`src/rtl/constraint_sampler.sv`:
```
// Rejection sampler: 6-cycle LFSR fill of a 185-bit candidate, 1-cycle external check, retry up to MAX_TRIES.
// Latency: start -> out_valid in 8 cycles on first-try accept, +7 per rejection. Optional stats counter: SAMPLER_STATS_EN.
// Backpressure: the accepted sample is held on cand with out_valid high until out_ready; start is ignored while busy.
module constraint_sampler #(
  parameter logic [31:0] SEED      = 32'h0000_0001,
  parameter int unsigned MAX_TRIES = 1024
) (
  input  logic         clk,
  input  logic         rst,
  input  logic         start,
  input  logic [31:0]  seed_in,
  output logic [184:0] cand,
  input  logic         chk_ok,
  output logic         out_valid,
  input  logic         out_ready,
  output logic         busy,
  output logic         fail,
  output logic [15:0]  tries,
  output logic [31:0]  reject_total
);

  localparam logic [31:0] LFSR_TAPS = 32'h8020_0003;
  localparam logic [31:0] SEED_EFF  = (SEED == 32'h0) ? 32'h1 : SEED;
  localparam logic [15:0] MAX_T     = MAX_TRIES[15:0];

  // Field layout seen by the constraint checker, var_0 in the LSBs.
  typedef struct packed {
    logic [28:0] var_9;
    logic [15:0] var_8;
    logic [13:0] var_7;
    logic [18:0] var_6;
    logic [17:0] var_5;
    logic [18:0] var_4;
    logic [27:0] var_3;
    logic [3:0]  var_2;
    logic [21:0] var_1;
    logic [15:0] var_0;
  } cand_t;

  typedef enum logic [1:0] {
    IDLE  = 2'd0,
    GEN   = 2'd1,
    CHECK = 2'd2,
    HOLD  = 2'd3
  } state_t;

  state_t      state;
  state_t      state_nxt;
  cand_t       cand_q;
  logic [31:0] lfsr;
  logic [31:0] lfsr_nxt;
  logic [2:0]  gen_cnt;
  logic [15:0] tries_q;
  logic [15:0] tries_inc;
  logic        fail_q;

  function automatic logic [31:0] lfsr_step(input logic [31:0] v);
    lfsr_step = v[0] ? ((v >> 1) ^ LFSR_TAPS) : (v >> 1);
  endfunction

  assign lfsr_nxt  = lfsr_step(lfsr);
  assign tries_inc = (tries_q == 16'hFFFF) ? tries_q : tries_q + 16'd1;

  always_ff @(posedge clk) begin
    if (rst) begin
      state <= IDLE;
    end else begin
      state <= state_nxt;
    end
  end

  always_comb begin
    state_nxt = state;
    busy      = 1'b1;
    out_valid = 1'b0;
    case (state)
      IDLE: begin
        busy = 1'b0;
        if (start) state_nxt = GEN;
      end
      GEN: begin
        if (gen_cnt == 3'd5) state_nxt = CHECK;
      end
      CHECK: begin
        if (chk_ok)                  state_nxt = HOLD;
        else if (tries_inc == MAX_T) state_nxt = IDLE;
        else                         state_nxt = GEN;
      end
      HOLD: begin
        out_valid = 1'b1;
        if (out_ready) state_nxt = IDLE;
      end
      default: state_nxt = IDLE;
    endcase
  end

  always_ff @(posedge clk) begin
    if (rst) begin
      lfsr    <= SEED_EFF;
      cand_q  <= '0;
      gen_cnt <= 3'd0;
      tries_q <= 16'd0;
      fail_q  <= 1'b0;
    end else begin
      case (state)
        IDLE: begin
          if (start) begin
            tries_q <= 16'd0;
            fail_q  <= 1'b0;
            gen_cnt <= 3'd0;
            if (seed_in != 32'h0) lfsr <= seed_in;
          end
        end
        GEN: begin
          lfsr    <= lfsr_nxt;
          gen_cnt <= (gen_cnt == 3'd5) ? 3'd0 : gen_cnt + 3'd1;
          // The last word only has 25 bits of room; its top 7 LFSR bits are dropped.
          case (gen_cnt)
            3'd0:    cand_q[31:0]    <= lfsr_nxt;
            3'd1:    cand_q[63:32]   <= lfsr_nxt;
            3'd2:    cand_q[95:64]   <= lfsr_nxt;
            3'd3:    cand_q[127:96]  <= lfsr_nxt;
            3'd4:    cand_q[159:128] <= lfsr_nxt;
            3'd5:    cand_q[184:160] <= lfsr_nxt[24:0];
            default: cand_q          <= cand_q;
          endcase
        end
        CHECK: begin
          if (!chk_ok) begin
            tries_q <= tries_inc;
            if (tries_inc == MAX_T) fail_q <= 1'b1;
          end
        end
        default: begin
        end
      endcase
    end
  end

  assign cand  = cand_q;
  assign tries = tries_q;
  assign fail  = fail_q;

`ifdef SAMPLER_STATS_EN
  logic [31:0] reject_total_q;

  always_ff @(posedge clk) begin
    if (rst) begin
      reject_total_q <= 32'h0;
    end else if (state == CHECK && !chk_ok && reject_total_q != 32'hFFFF_FFFF) begin
      reject_total_q <= reject_total_q + 32'h1;
    end
  end

  assign reject_total = reject_total_q;
`else
  assign reject_total = 32'h0;
`endif

endmodule

```
`config.mk`:
```
export PLATFORM = sky130hd
export DESIGN_NAME = constraint_sampler
export DESIGN_NICKNAME = d
export VERILOG_FILES = /design/src/rtl/constraint_sampler.sv
export SDC_FILE = /design/constraint.sdc
export NUM_CORES = 1
export LEC_CHECK = 0
export BUFFER_PORTS_ARGS = -buffer_cell sky130_fd_sc_hd__buf_4
export CORE_ASPECT_RATIO = 1.75
export CORE_MARGIN = 10
export CORE_UTILIZATION = 52
export DETAILED_ROUTE_END_ITERATION = 10
export GPL_ROUTABILITY_DRIVEN = 1
export GPL_TIMING_DRIVEN = 1
export PLACE_DENSITY_LB_ADDON = 0.3
export SYNTH_ARGS = -nofsm -noshare
export SYNTH_HDL_FRONTEND = slang
export SYNTH_SLANG_ARGS = --single-unit
```
`constraint.sdc`:
```
create_clock -name clk -period 3 [get_ports clk]
set_input_delay 0.3 -clock clk [delete_from_list [all_inputs] [get_ports clk]]
set_output_delay 0.3 -clock clk [all_outputs]
set_load 0.005 [all_outputs]
```
==> results.md <==
* Ys Warns at 0
* Nets@finish at 1,447
* Bufs on Longest Clock Path at 3
* Post-CTS Hold Fix Bufs at 0
* EDFF count, synth at 0
* WS Path Type: register to register
* Critical Path Fanout Max at 11
* Post-synthesis register bit count at 239
* Count leader, synth: nand2_1
* Setup TNS at 0 ns
* Postcts setup bufs at 0
* Startpoint of the worst setup timing path: tries[0]
* Total power per unit cell area at 550.4 nW/um2
* Synth Flop Type: dfxtp_1
* Final setup fails at 0
* Worst EP arrival at 2.99 ns
* Synthesized-area fraction occupied by adder cells at 0.002595
* Synth Area in Compound Gates at 0.1657
* Fillers at 1,574
* Asr flop ratio synth at 0
* Final core occ at 0.6636
* Final period utilization at 0.8736
* Worst rel slew slack at 0.3812
* Starting Density at 0.5318
* Synth Area in XOR/XNOR at 0.005449
* Synth top area share at 0.4961
* Max cap viols at 0
* Initial antenna violation count at 1
* Final HPWL DP at 22,570 um
* IO Count at 273
* Reg2reg start: tries[0]
* Synth-to-layout area growth at 24.79%
* Final Hold Violating Endpoints at 0
* Worst min-delay path class: primary input to register
* Simple-gate share of the synthesized area at 0.2398
* H-tree depth at 1
* CTS clk-pin slew, worst paths at 0.07 ns
* Fin. max-slew vios at 0
* Vias in the first global route at 8,697
* Die Width at 122.9 um
* Core Box Area at 18,140 um2
* Mapped cell area at 9644 um2
* Via count at 9,131
* First-pass GRT wire length at 48,110 um
* Crit path launch type: register
* Cell taking the most area after synthesis: dfxtp_1
* I/O Buffers at 240
* Cells after Synth at 1,233
* Site Rows at 65
* WL/cell at 19.02 um
* Status: finished, final reports clean
* Post-synthesis sequential area ratio at 0.4961
* TritonCTS clock tree: yes
* Final routed DRC violation total at 0
* Commonest cells post-synth: nand2_1, dfxtp_1, a21oi_1, nor2_1, clkbuf_1
* Grt ovf at 0
* HP Start: seed_in[29]
* Routed WL at 31,540 um
* VDD IR-drop max at 0.3929 mV
* Mux contribution to synthesized area at 0.006357
* Largest family of logic cells by synthesized area: simple AND/OR/NAND/NOR gates
* Mapped Avg Cell Area at 7.822 um2
* Root buf cell: clkbuf_16
* Share of cells above drive strength 1 at 0.2235
* Number of CTS-inserted buffers at 22
* Later-pin clock latency in the skew report at 0.50 ns
* Yosys cell types at 53
* Area of the die at 24,610 um2
* DR pass1 iterations at 5
* Measured slew at the worst slew-check pin at 0.9260 ns
* DRT iter0 DRCs at 842
* Overall power at 6.624 mW
* Final ANT Viol Nets at 0
* Crit path required time at 3.37 ns
* Leakage at 4.780 nW
* Layout Skew at 0.009359 ns
* Unrepaired setup endpoints after global routing: no
* Synth top area cells: dfxtp_1, nand2_1, a21oi_1
* Crit end category: register
* Tmin final at 2.621 ns
* Total GRT Usage at 0.2422
* Routability cong. at 0.9357
* Largest net degree at the start of global routing at 78
* Sinks on Clock Net at 239
* FMAX at 381.6 MHz
* DR vias/cell at 5.507
* Post-cts sizing count at 0
* Die H at 200.2 um
## state kept, by name, indices dropped and copies added, names as in the netlist
name and count:
gen_cnt 3, state 2, lfsr 32, tries 16
cand 185, fail 1
## final timing paths
check	end	slack, ns	depth (start not counted)
setup reg to reg	tries[1]	0.38	7
hold / removal	lfsr[29]	0.08	3
setup / recovery	tries[1]	0.38	7
hold reg to reg	cand[158]	0.45	2
## stage by stage
stage          area, um2  cells  setup WS (ns)  hold slack [ns]
2_1_floorplan       9761   1264         0.8021           0.4527
3_3_place_gp       11310   1618         0.4953           0.4424
3_5_place_dp       11310   1618         0.4462           0.4469
4_1_cts            12030   1657         0.4289          0.06784
5_1_grt            12040   1658         0.2048          0.08109
6_report           12040   1658         0.3793          0.07852
## where the power goes
| group | switching (mW) | internal [mW] |
|---|---|---|
| logic | 0.270 | 0.169 |
| registers | 0.130 | 3.25 |
| clock network | 1.21 | 1.60 |
| total | 1.61 | 5.01 |
## cells by family (layout without fill, tap and decap cells)
family                     count (synthesis)  in the layout
and+or+nand+nor                          557            557
AOI/OAI and AO/OA                        273            273
DFF                                      239            239
buffers and inverters                    149            308
xor gates and xnor gates                   6              6
muxes                                      6              6
adders and majority gates                  2              2
other                                      1             33
## routing by layer
metal  part of all wire  global-route usage  up-vias
li1                   -                   -     4386
met1               0.36              0.2767     4281
met2               0.52              0.4236      397
met3              0.086             0.04669       67
met4              0.034             0.09848        0
met5                  0                   0        -
## cells in the final DEF (no fill, tap or decap), types with 2 or more instances in the layout
cell type | synthesis | final
clkbuf_8 | 1 | 4
nor3b_1 | 2 | 2
nand2_1 | 411 | 411
or2_2 | 2 | 2
mux2i_1 | 5 | 5
clkinvlp_4 | 0 | 2
and3_1 | 7 | 6
buf_12 | 0 | 2
a31oi_1 | 4 | 4
nand2b_1 | 4 | 4
and4_1 | 3 | 3
dfxtp_1 | 239 | 239
a21oi_1 | 184 | 184
nand4_1 | 4 | 4
nor2_1 | 73 | 73
xor2_1 | 3 | 3
clkinv_2 | 0 | 3
ha_1 | 2 | 2
a41oi_1 | 3 | 3
buf_4 | 55 | 263
and3_2 | 2 | 3
o21ai_0 | 18 | 18
nand3_1 | 10 | 10
a211oi_1 | 20 | 20
nor4_1 | 8 | 8
conb_1 | 1 | 32
a311oi_1 | 36 | 36
inv_1 | 3 | 3
and2_1 | 4 | 4
clkbuf_16 | 0 | 23
a22oi_1 | 3 | 3
xnor2_1 | 3 | 3
nand3b_1 | 3 | 3
nor3_1 | 11 | 11
clkbuf_1 | 70 | 5
## layout make-up
type,count,area (um2),share of cell area
flip-flops and latches,239,4785,0.3975
multi-input cells,876,4198,0.3488
repair buffers,266,2026,0.1683
clock buffers,32,649.4,0.05396
well taps,234,292.8,0.02433
clock inverters,7,71.32,0.005926
inverters,3,11.26,0.0009356
diodes,1,2.502,0.0002079
## worst max-delay path, stage by stage, from the launching register on
cell     delay (ns)
dfxtp_1        0.45
ha_1           0.32
and4_1         0.53
nand2_2        0.11
nor3_2         0.61
nor2_1         0.18
a22oi_1        0.23
nor2_1         0.06
No activity file was read; power rests on OpenSTA's default activity.
